--- src/rtl/nextasic_pkg.sv ---
// Shared monitor-link definitions: frame width common to the transmit and receive paths,
// and the transmitter FSM state encoding.
package nextasic_pkg;
  localparam int MON_FRAME_W = 40;

  typedef enum logic [2:0] {
    IDLE,
    START,
    DATA,
    PARITY,
    GAP
  } tx_state_t;
endpackage

--- src/rtl/mon_transmitter_if.sv ---
// Word handshake into the monitor-link transmitter (valid/ready, one word per transfer).
interface mon_transmitter_if
  import nextasic_pkg::*;
#(
  parameter int FRAME_W = MON_FRAME_W
);
  logic [FRAME_W-1:0] data;
  logic               data_valid;
  logic               data_ready;

  modport master (output data, output data_valid, input data_ready);
  modport slave  (input data, input data_valid, output data_ready);
endinterface

--- src/rtl/mon_transmitter.sv ---
// Monitor-link serial transmitter: one-word holding register, shifter and frame FSM on mon_clk.
// Define NEXTASIC_TX_PARITY_EN to append an even-parity bit after the data bits.
module mon_transmitter
  import nextasic_pkg::*;
#(
  parameter int FRAME_W    = MON_FRAME_W,
  parameter int GAP_CYCLES = 4,
  parameter bit MSB_FIRST  = 1'b1
) (
  input  logic              mon_clk,
  input  logic              reset,
  mon_transmitter_if.slave  tx,
  output logic              from_mon,
  output logic              busy,
  output logic              frame_sent
);

  localparam int               CNT_W    = $clog2(FRAME_W);
  localparam logic [CNT_W-1:0] BIT_LAST = CNT_W'(FRAME_W - 1);
  localparam logic [CNT_W-1:0] BIT_PEN  = CNT_W'(FRAME_W - 2);
  localparam logic [7:0]       GAP_LAST = 8'(GAP_CYCLES - 1);

  tx_state_t          r_state;
  logic [FRAME_W-1:0] r_hold;
  logic               r_hold_valid;
  logic [FRAME_W-1:0] r_shift;
  logic [CNT_W-1:0]   r_bit_cnt;
  logic [7:0]         r_gap_cnt;
  logic               r_from_mon;
  logic               r_frame_sent;
`ifdef NEXTASIC_TX_PARITY_EN
  logic               r_parity;
`endif

  tx_state_t          w_state_nxt;
  logic               w_accept;
  logic               w_load;
  logic               w_shift;
  logic               w_from_mon_nxt;
  logic               w_frame_sent_nxt;
  logic [CNT_W-1:0]   w_bit_cnt_nxt;
  logic [7:0]         w_gap_cnt_nxt;
  logic               w_head;
  logic [FRAME_W-1:0] w_shifted;

  assign tx.data_ready = ~r_hold_valid & ~reset;
  assign w_accept      = tx.data_valid & tx.data_ready;
  assign w_head        = MSB_FIRST ? r_shift[FRAME_W-1] : r_shift[0];
  assign w_shifted     = MSB_FIRST ? {r_shift[FRAME_W-2:0], 1'b0} : {1'b0, r_shift[FRAME_W-1:1]};

  assign from_mon   = r_from_mon;
  assign busy       = ((r_state != IDLE) | r_hold_valid) & ~reset;
  assign frame_sent = r_frame_sent & ~reset;

  // Next-state logic: the registered line value always reflects the state being entered.
  always_comb begin
    w_state_nxt      = r_state;
    w_load           = 1'b0;
    w_shift          = 1'b0;
    w_from_mon_nxt   = 1'b0;
    w_frame_sent_nxt = 1'b0;
    w_bit_cnt_nxt    = r_bit_cnt;
    w_gap_cnt_nxt    = r_gap_cnt;
    case (r_state)
      IDLE: begin
        if (r_hold_valid) begin
          w_state_nxt    = START;
          w_load         = 1'b1;
          w_from_mon_nxt = 1'b1;
        end
      end
      START: begin
        w_state_nxt    = DATA;
        w_from_mon_nxt = w_head;
        w_shift        = 1'b1;
        w_bit_cnt_nxt  = '0;
      end
      DATA: begin
        if (r_bit_cnt == BIT_LAST) begin
`ifdef NEXTASIC_TX_PARITY_EN
          w_state_nxt      = PARITY;
          w_from_mon_nxt   = r_parity;
          w_frame_sent_nxt = 1'b1;
`else
          w_state_nxt      = GAP;
          w_gap_cnt_nxt    = '0;
`endif
        end else begin
          w_from_mon_nxt = w_head;
          w_shift        = 1'b1;
          w_bit_cnt_nxt  = r_bit_cnt + 1'b1;
`ifndef NEXTASIC_TX_PARITY_EN
          w_frame_sent_nxt = (r_bit_cnt == BIT_PEN);
`endif
        end
      end
`ifdef NEXTASIC_TX_PARITY_EN
      PARITY: begin
        w_state_nxt   = GAP;
        w_gap_cnt_nxt = '0;
      end
`endif
      GAP: begin
        if (r_gap_cnt == GAP_LAST) begin
          // A word already waiting in the holding register starts with no idle cycle.
          if (r_hold_valid) begin
            w_state_nxt    = START;
            w_load         = 1'b1;
            w_from_mon_nxt = 1'b1;
          end else begin
            w_state_nxt = IDLE;
          end
        end else begin
          w_gap_cnt_nxt = r_gap_cnt + 1'b1;
        end
      end
      default: w_state_nxt = IDLE;
    endcase
  end

  always_ff @(posedge mon_clk) begin
    if (reset) begin
      r_state      <= IDLE;
      r_hold       <= '0;
      r_hold_valid <= 1'b0;
      r_shift      <= '0;
      r_bit_cnt    <= '0;
      r_gap_cnt    <= '0;
      r_from_mon   <= 1'b0;
      r_frame_sent <= 1'b0;
`ifdef NEXTASIC_TX_PARITY_EN
      r_parity     <= 1'b0;
`endif
    end else begin
      r_state      <= w_state_nxt;
      r_bit_cnt    <= w_bit_cnt_nxt;
      r_gap_cnt    <= w_gap_cnt_nxt;
      r_from_mon   <= w_from_mon_nxt;
      r_frame_sent <= w_frame_sent_nxt;
      if (w_accept) begin
        r_hold       <= tx.data;
        r_hold_valid <= 1'b1;
      end else if (w_load) begin
        r_hold_valid <= 1'b0;
      end
      if (w_load) begin
        r_shift  <= r_hold;
`ifdef NEXTASIC_TX_PARITY_EN
        r_parity <= ^r_hold;
`endif
      end else if (w_shift) begin
        r_shift <= w_shifted;
      end
    end
  end

endmodule
--- src/flat_wrapper.sv ---
// flat-port wrapper written by rule: the top's interface ports become plain ports
module mon_transmitter_flat import nextasic_pkg::*;
#(
  parameter int FRAME_W    = MON_FRAME_W,
  parameter int GAP_CYCLES = 4,
  parameter bit MSB_FIRST  = 1'b1
)
  (mon_clk, reset, from_mon, busy, frame_sent, tx_data, tx_data_valid, tx_data_ready);
  mon_transmitter_if #(.FRAME_W(FRAME_W)) tx_i ();
  input  logic mon_clk;
  input  logic reset;
  output logic from_mon;
  output logic busy;
  output logic frame_sent;
  input wire logic [$bits(tx_i.data)-1:0] tx_data;
  input wire logic [$bits(tx_i.data_valid)-1:0] tx_data_valid;
  output wire logic [$bits(tx_i.data_ready)-1:0] tx_data_ready;
  assign tx_i.data = tx_data;
  assign tx_i.data_valid = tx_data_valid;
  assign tx_data_ready = tx_i.data_ready;
  mon_transmitter #(.FRAME_W(FRAME_W), .GAP_CYCLES(GAP_CYCLES), .MSB_FIRST(MSB_FIRST)) u_core (.mon_clk(mon_clk), .reset(reset), .tx(tx_i), .from_mon(from_mon), .busy(busy), .frame_sent(frame_sent));
endmodule
--- config.mk ---
export PLATFORM = sky130hd
export DESIGN_NAME = mon_transmitter_flat
export DESIGN_NICKNAME = d
export VERILOG_FILES = /design/src/rtl/nextasic_pkg.sv /design/src/rtl/mon_transmitter_if.sv /design/src/rtl/mon_transmitter.sv /design/src/flat_wrapper.sv
export SDC_FILE = /design/constraint.sdc
export NUM_CORES = 1
export LEC_CHECK = 0
export ABC_AREA = 1
export BUFFER_PORTS_ARGS = -buffer_cell sky130_fd_sc_hd__clkbuf_2
export CELL_PAD_IN_SITES_DETAIL_PLACEMENT = 1
export CELL_PAD_IN_SITES_GLOBAL_PLACEMENT = 1
export CORE_AREA = 2 2 103 105
export CTS_CLUSTER_SIZE = 8
export DETAILED_ROUTE_END_ITERATION = 8
export DIE_AREA = 0 0 105 107
export PLACE_DENSITY_LB_ADDON = 0.1
export SLEW_MARGIN = 20
export SYNTH_ARGS = -nofsm -noshare
export SYNTH_HDL_FRONTEND = slang
export SYNTH_SLANG_ARGS = --single-unit
--- constraint.sdc ---
create_clock -name mon_clk -period 3.96 [get_ports mon_clk]
set_clock_uncertainty 0.15 [all_clocks]
set_input_delay 0.792 -clock mon_clk [delete_from_list [all_inputs] [get_ports mon_clk]]
set_output_delay 0.792 -clock mon_clk [all_outputs]
set_load 0.03 [all_outputs]
==> parameters.txt <==
Parameter                              Value

Timing
  Final Max Slew Viols    0
  Final setup violating endpoints    0
  Final worst hold slack    0.319 ns
  Share of the clock period used by the worst path after layout    66.5%
  Min setup slack post-route    1.33 ns
  Actual slew at the worst max-slew pin    0.925 ns
  Final-layout setup total negative slack    0 ns
  Slew headroom    38.1%
  Min cycle time layout    2.63 ns
  Maximum clock frequency    0.380 GHz
  Setup repair after global routing missed its margin    false
  Count of final hold-check violations    0

CTS
  Worst-Skew Late Latency    0.37 ns
  TritonCTS buffer count    9
  Maximum clock path buffer count    2
  # clock sinks    100
  CTS-repair resized insts    0
  Root Buffer Master    sky130_fd_sc_hd__clkbuf_8
  Post-CTS Repair Setup Buffers    0
  Depth of the CTS H-tree    3
  Clock slew at reported path FFs    0.09 ns
  Hold buffer count at cts    0
  TritonCTS clock tree    yes

Worst setup path
  Signal arrival time at the worst endpoint    1.69 ns
  Worst reg2reg endpoint    u_core.r_shift[2]
  Worst Setup End Kind    output pin
  Critical path depth in cells    3
  Series of cell instances along the critical path    clkbuf_2, nor2_1, clkbuf_2
  Minimum setup slack among reg-to-reg paths    1.53 ns
  Worst Path Buf+Inv    2
  Largest fanout of any net on the critical path    31
  Kind of cell adding the most delay to the critical path    buffers and inverters
  Critical R2R Launch    u_core.r_state[1]
  Path type of the worst setup path    input pin to output pin
  Critical-path cell with the highest stage delay    sky130_fd_sc_hd__clkbuf_2
  Data required time of the critical path    3.02 ns
  Number of cells on the worst reg-to-reg path    9
  Startpoint types    input pin
  Critical path's largest stage delay    0.38 ns
  Most frequent CP cell    sky130_fd_sc_hd__clkbuf_2

Routing
  Average vias per placed instance    5.14
  Post-Route WL    11.1 mm
  Via count    4116
  Routed wirelength normalized by instance count    13.9 µm
  1st-iter DRT viols    162
  First-pass detailed-route iteration total    4
  ANT nets after route    0
  Post-route DRC violation count    0

Synthesis
  Syn avg cell area    7.06 µm²
  Share of Yosys cell area claimed by the top area cell type    44.6%
  Area of the mapped netlist    4480 µm²
  Total of flip-flops plus latches after synthesis    100
  Unique masters post-synth    32
  Main area contributors after synthesis    sky130_fd_sc_hd__dfxtp_1 45%, sky130_fd_sc_hd__nand3_1 17%, sky130_fd_sc_hd__nand2_1 16%
  Synth Net Count    681
  Most used DFF post-synth    sky130_fd_sc_hd__dfxtp_1
  Synth async-reset ratio    0%
  Cell taking the most area after synthesis    sky130_fd_sc_hd__dfxtp_1
  Dominant cell by count in the synthesized netlist    sky130_fd_sc_hd__nand2_1
  Top cells by instance count after synthesis    193 x sky130_fd_sc_hd__nand2_1, 152 x sky130_fd_sc_hd__nand3_1, 100 x sky130_fd_sc_hd__dfxtp_1
  Yosys Warn Count    0
  Sequential fraction of the synthesis area    44.6%
  EDFF count, synth    0
  Synthesized instance count    635

Place
  Worst-case setup slack after placement    1.31 ns
  Post-DP HPWL    7.25 mm
  Weighted congestion at the end of routability-driven global placement    0.867
  IO buf count    46

Hold path
  Type of the tightest min-delay check    flop to flop
  Startpoint of the tightest hold check path    u_core.r_hold[15]
  Worst-case hold path end point    u_core.r_hold[15]
  Number of cells on the worst hold path    2

Pwr
  Power after layout    2030 µW
  Leakage    0.00237 µW
  Power per cell area    415 nW/µm²
  Worst IR drop on VDD    0.182 mV

Cells and area
  Share of layout cells above drive strength 1    14.0%
  Area added between synthesis and finish    9.01%
  Antenna diodes    0
  FF+latch area    2000 µm²
  Area taken by multi-input logic gates    2010 µm²
  Number of inserted filler cells in the final layout    1382
  Layout Nets    706

Outcome
  Status    finished, final reports clean

GRT
  Initial antenna violation count    0
  First-pass GRT wire length    19.4 mm
  Maximum number of pins on one net before global-route repair    48
  Via count of the first global-routing pass    4261
  Leftover overflow at the end of global routing    0
  Gr usage total    21.0%

Floorplanning
  Die ar.    11200 µm²
  Core footprint    10100 µm²
  Horizontal extent of the die    105 µm
  FP Rows    37
  Io pins    47
  Effective utilization at floorplan    44.4%
  Die extent in y    107 µm

Flow run
  Number of max-cap violations    0
-- power by group --
group / internal, µW / switching, µW / leakage (µW)
Clock: 228 / 361 / 0.0000783
Combinational: 94.4 / 239 / 0.00148
Sequential: 1070 / 36.7 / 0.000815
Total: 1390 / 636 / 0.00237
-- state kept, by name (all words and copies together), names as in the netlist --
signal,cells
u_core.r_hold_valid,1
u_core.r_shift,40
u_core.r_gap_cnt,8
u_core.r_frame_sent,1
u_core.r_hold,40
u_core.r_state,3
u_core.from_mon,1
u_core.r_bit_cnt,6
-- per-layer routing --
metal | global-route usage [%] | share of wire [%] | vias up
li1 | - | - | 2086
met5 | 0 | 0 | -
met2 | 38.6 | 50 | 41
met4 | 8.38 | 1.8 | 0
met3 | 2.55 | 1.9 | 14
met1 | 24.8 | 46 | 1975
-- area by class of cell --
cell class / count / share of cell area [%]
clock inverter: 6 / 0.845
tap: 136 / 3.48
timing repair buffer: 53 / 5.78
clock buffer: 10 / 2.61
sequential: 100 / 41.0
multi-input combinational: 430 / 41.2
inverter: 66 / 5.12
-- cells in the final DEF (no fill, tap or decap), types with 6 or more instances in the layout --
cell type	Yosys	layout
sky130_fd_sc_hd__buf_4	4	7
sky130_fd_sc_hd__nand2_1	193	193
sky130_fd_sc_hd__nand3_1	152	152
sky130_fd_sc_hd__clkbuf_2	0	46
sky130_fd_sc_hd__inv_1	60	60
sky130_fd_sc_hd__nor2_1	15	15
sky130_fd_sc_hd__a21oi_1	24	24
sky130_fd_sc_hd__dfxtp_1	100	100
sky130_fd_sc_hd__o21ai_0	6	6
sky130_fd_sc_hd__clkbuf_8	0	9
-- cell families (layout without fill, tap and decap cells) --
| logic type | Yosys count | after routing | synth area share (%) |
|---|---|---|---|
| and+or+nand+nor | 389 | 389 | 39.3 |
| buffers and inverters | 105 | 135 | 10.4 |
| DFF | 100 | 100 | 44.6 |
| adders and majority gates | 3 | 3 | 0.837 |
| AOI/OAI and AO/OA | 38 | 38 | 4.74 |
-- through the flow --
step	instance area (µm²)	util [%]	cells
2_1_floorplan	4480	-	635
3_3_place_gp	4720	46.8	785
3_5_place_dp	4720	46.8	785
4_1_cts	4890	48.4	801
5_1_grt	4890	48.4	801
6_report	4890	48.4	801
-- worst max-delay path by stage --
stage                      from                 to
final                     reset      tx_data_ready
after global routing      reset               busy
after CTS                 reset               busy
after detailed placement  reset  u_core.r_hold[11]
after global placement    reset               busy
after floorplan           reset               busy
-- worst register-to-register path: cells and delay by family (launching register included) --
| kind | cells | cell delay [ns] |
|---|---|---|
| simple gates | 6 | 1.30 |
| buf+inv | 3 | 0.55 |
| flops | 1 | 0.34 |
(Power assumes the default switching activity.)
